**config.mk**
```make
export PLATFORM = sky130hd
export DESIGN_NAME = spi_host
export DESIGN_NICKNAME = d
export VERILOG_FILES = /design/src/rtl/spi_host.sv
export SDC_FILE = /design/constraint.sdc
export NUM_CORES = 1
export LEC_CHECK = 0
export ABC_AREA = 1
export BUFFER_PORTS_ARGS = -buffer_cell sky130_fd_sc_hd__buf_2
export CORE_MARGIN = 5
export CORE_UTILIZATION = 60
export CTS_CLUSTER_SIZE = 16
export DETAILED_ROUTE_END_ITERATION = 16
export GPL_TIMING_DRIVEN = 0
export PLACE_DENSITY_LB_ADDON = 0.08
export SYNTH_ARGS = -nofsm -noshare
export SYNTH_HDL_FRONTEND = slang
export SYNTH_SLANG_ARGS = --single-unit
```
**constraint.sdc**
```tcl
create_clock -name mclk -period 3 [get_ports mclk]
set_clock_uncertainty 0.1 [all_clocks]
set_input_delay 0.6 -clock mclk [delete_from_list [all_inputs] [get_ports mclk]]
set_output_delay 0.6 -clock mclk [all_outputs]
set_load 0.005 [all_outputs]
```
**src/rtl/spi_host.sv**
```systemverilog
// SPI mode-0 initiator: MSB first, byte-level valid/ready transmit, one-cycle receive strobe.
// All SPI timing is counted in mclk cycles; spi_clk, spi_cs and spi_mosi are registered.
module spi_host #(
  parameter int CLK_DIV = 4,
  parameter int CS_IDLE = 2
) (
  input  logic       mclk,
  input  logic       reset,
  input  logic       tx_valid,
  input  logic [7:0] tx_data,
  input  logic       tx_last,
  output logic       tx_ready,
  output logic       rx_valid,
  output logic [7:0] rx_data,
  output logic       busy,
  output logic       spi_cs,
  output logic       spi_clk,
  output logic       spi_mosi,
  input  logic       spi_miso
);

  localparam logic [1:0] ST_IDLE     = 2'd0;
  localparam logic [1:0] ST_SHIFT    = 2'd1;
  localparam logic [1:0] ST_HOLD     = 2'd2;
  localparam logic [1:0] ST_DESELECT = 2'd3;

  localparam logic [7:0] DIV_LAST  = 8'(CLK_DIV - 1);
  localparam logic [7:0] IDLE_LAST = 8'(CS_IDLE - 1);

  logic [1:0] state;
  logic [7:0] cnt;
  logic [2:0] bit_idx;
  logic [6:0] tx_sr;
  logic [6:0] rx_sr;
  logic       last_q;
  logic       accept;

  // The strobe cycle is excluded so a new byte never starts on the edge that completes one.
  assign tx_ready = (state == ST_IDLE) || ((state == ST_HOLD) && !rx_valid);
  assign busy     = (state != ST_IDLE);
  assign accept   = tx_valid && tx_ready;

  // NOTE: every register here, including the shift registers, is reset so a reset mid-byte
  // leaves no trace of the partial transfer; all state updates use non-blocking assignments.
  always_ff @(posedge mclk or posedge reset) begin
    if (reset) begin
      state    <= ST_IDLE;
      cnt      <= 8'd0;
      bit_idx  <= 3'd0;
      tx_sr    <= 7'd0;
      rx_sr    <= 7'd0;
      last_q   <= 1'b0;
      rx_valid <= 1'b0;
      rx_data  <= 8'h00;
      spi_cs   <= 1'b1;
      spi_clk  <= 1'b0;
      spi_mosi <= 1'b1;
    end else begin
      rx_valid <= 1'b0;
      case (state)
        ST_IDLE, ST_HOLD: begin
          if (accept) begin
            tx_sr    <= tx_data[6:0];
            last_q   <= tx_last;
            spi_cs   <= 1'b0;
            spi_mosi <= tx_data[7];
            bit_idx  <= 3'd7;
            cnt      <= 8'd0;
            state    <= ST_SHIFT;
          end
        end
        ST_SHIFT: begin
          if (cnt == DIV_LAST) begin
            cnt <= 8'd0;
            if (!spi_clk) begin
              spi_clk <= 1'b1;
            end else begin
              // End of the high phase: sample, then either move on or close the byte.
              spi_clk <= 1'b0;
              rx_sr   <= {rx_sr[5:0], spi_miso};
              if (bit_idx == 3'd0) begin
                rx_valid <= 1'b1;
                rx_data  <= {rx_sr, spi_miso};
                if (last_q) begin
                  state    <= ST_DESELECT;
                  spi_cs   <= 1'b1;
                  spi_mosi <= 1'b1;
                end else begin
                  state <= ST_HOLD;
                end
              end else begin
                bit_idx  <= bit_idx - 3'd1;
                spi_mosi <= tx_sr[6];
                tx_sr    <= {tx_sr[5:0], 1'b0};
              end
            end
          end else begin
            cnt <= cnt + 8'd1;
          end
        end
        ST_DESELECT: begin
          if (cnt == IDLE_LAST) begin
            cnt   <= 8'd0;
            state <= ST_IDLE;
          end else begin
            cnt <= cnt + 8'd1;
          end
        end
        default: state <= ST_IDLE;
      endcase
    end
  end

endmodule

```
==> impl_metrics.tcl <==
set metrics [dict create \
    layout_common_cells "nand2_1 (56), dfrtp_1 (38), inv_1 (31), buf_2 (28), nor2_1 (19)" \
    stdcell_count 315 \
    arrival_ns 1.21 \
    cpMaxStageDelayCell "dfrtp_1" \
    drt_pass1_iterations 4 \
    async_reset_ff_frac 1.000 \
    start_util 0.6172 \
    syn_area_um2 2059 \
    synth_nets 252 \
    synthMuxAreaShare 0.02916 \
    min_path_type "in2async" \
    grt_pass1_wl_um 6679 \
    synth-seq-cells 40 \
    synthToLayoutAreaGrowth_pct 11.85 \
    grt_max_degree 41 \
    path_cells "buf_4 > a21oi_2 > buf_2" \
    yosys_most_used_dff "dfrtp_1" \
    cts.clk_slew.worst_paths_ns 0.14 \
    synthAdderAreaFrac 0.02430 \
    period_needed_ns 1.911 \
    setup-tns-final_ns 0 \
    synth.area.top_cells "dfrtp_1 (46%), nand2_1 (10%), o21ai_2 (6.8%)" \
    port-buffer-count 26 \
    synth_edf_count 0 \
    synth_cells 235 \
    top_layer_used "met4" \
    setup_viol 0 \
    slew_viol_final 0 \
    antenna_cells 0 \
    drc 0 \
    synth_compound_area_frac 0.1531 \
    synth-simple-area-share 0.2205 \
    path_class "reg2out" \
    gp_congestion 0.7869 \
    power_density_nw_per_um2 891.8 \
    wl_met2_um 1873 \
    overflow 0 \
    placed_cells 307 \
    cts_max_path_buffers 2 \
    hpwl_um 2843 \
    rsz0062_at_grt "false" \
    htreeDepth 2 \
    die_h_um 68.59 \
    clock-sinks 40 \
    yosysTopAreaCell "dfrtp_1" \
    insertion_delay_ns 0.37 \
    cts_buffers 5 \
    hold_buffers 0 \
    vias 1604 \
    synth_warnings 0 \
    irDropWorstVdd_uv 500.0 \
    cts_resized 0 \
    wl_um 3885 \
    cts_tree "yes" \
    max_stage_delay_ns 0.38 \
    viasPerCell 5.092 \
    ios 27 \
    die_area_um2 4704 \
    cts_root_buffer "clkbuf_4" \
    drt-initial-drc-count 112 \
    wire_per_inst_um 12.33 \
    synth.top_cell.area_share 0.4617 \
    power_mw 2.054 \
    max_cap_violations 0 \
    fin_crit_sh 0.6369 \
    relSlewSlack 0.4625 \
    hold_viol 0 \
    status "finished, final reports clean" \
    worstMarginPinSlew_ns 0.8050 \
    fp-row-count 21 \
    worst_setup_path_end_kind "primary output" \
    m1WireLength_um 1781 \
    synth_xor_area_frac 0.004253 \
    post_cts_buffers 0 \
    crit_path_max_fanout 8 \
    leakage_nw 1.214 \
    layout.cells.most_common "nand2_1" \
    route.met3.wl_um 163 \
    synth_cell_type_count 28 \
    synth_area_per_cell_um2 8.764 \
    gr-usage-all-layers 0.1960 \
    synth_top_family_by_area "simple AND/OR/NAND/NOR gates" \
    grt_pass1_vias 1530 \
    drive_gt1_frac 0.2639 \
    antenna_found_initial 0 \
    crit_path_start_kind "flop" \
    finalNetCount 285 \
    core_um2 3337 \
    fmax_mhz 523.4 \
    ys_seq_area_frac 0.4872 \
    fp.dieW_um 68.59 \
    cp.required_ns 2.30 \
    ant_nets 0 \
]
==> worst max-delay path: cells and delay by family (launching register included) <==
family	cells	cell delay, ns
AOI/OAI and AO/OA	1	0.17
DFF	1	0.38
buffers and inverters	2	0.31
==> flip-flops by register name (all words and copies together), names as in the netlist, 2 cells and up <==
signal and flops:
rx_data 8, tx_sr 7, bit_idx 3, state 2, cnt 8, rx_sr 7
==> final timing paths <==
path                       depth (start not counted)                endpoint  slack (ns)                 start
max                                                3                tx_ready        1.09  state[0]$_DFFE_PP0P_
min reg2reg                                        2      spi_cs$_DFFE_PP1P_        0.38    spi_cs$_DFFE_PP1P_
min                                                2     spi_clk$_DFFE_PP0P_        0.27                 reset
max reg2reg                                        9  rx_data[0]$_DFFE_PP0P_        1.20    cnt[0]$_DFFE_PP0P_
min in group mclk                                  3  rx_data[0]$_DFFE_PP0P_        0.35              spi_miso
max in group asynchronous                          2    tx_sr[6]$_DFFE_PP0P_        2.00                 reset
==> power by group <==
part           leakage (nW)  switching, mW  internal (mW)
Sequential            0.513          0.102          0.703
Combinational         0.666          0.614          0.360
Clock                0.0349          0.186         0.0901
==> cell type report <==
type / count / area, µm²
Inverter: 32 / 120.1
Timing Repair Buffer: 26 / 130.1
Clock inverter: 3 / 18.77
Multi-Input combinational cell: 157 / 888.4
Buffer: 6 / 47.55
Fill cell: 308 / 1033
Sequential cell: 40 / 1003
Tap cell: 46 / 57.56
Clock buffer: 5 / 37.54
==> synth_stat cells, types with 4 or more instances <==
cell type / n
a21oi_1: 6
o21ai_2: 16
mux2i_1: 6
o21ai_0: 15
inv_1: 32
ha_1: 4
nor2_1: 19
dfrtp_1: 38
nand2_1: 56
nand2_2: 4
nand3_1: 7
==> logic make-up after synthesis <==
group                    after synthesis
adder cells (fa/ha/maj)                4
AND/OR/NAND/NOR                       99
XOR/XNOR                               1
flip-flops                            40
buffers and inverters                 38
AO/OA/AOI/OAI                         47
multiplexers                           6
==> through the flow <==
stage	util	setup WS, ns	hold slack [ns]	area [µm²]
2_1_floorplan	-	1.386	0.3412	2059
3_3_place_gp	0.6734	0.8722	0.3592	2247
3_5_place_dp	0.6734	1.247	0.3639	2247
4_1_cts	0.6903	1.073	0.2916	2303
5_1_grt	0.6903	1.003	0.3201	2303
6_report	0.6903	1.089	0.2738	2303
==> routing by layer <==
metal  GRT usage  up-vias
met5           0        -
met4     0.08189        0
met3     0.05673        6
met2      0.3337       28
met1      0.2294      753
li1            -      817
Note: power is estimated with default switching activity, not from simulation.
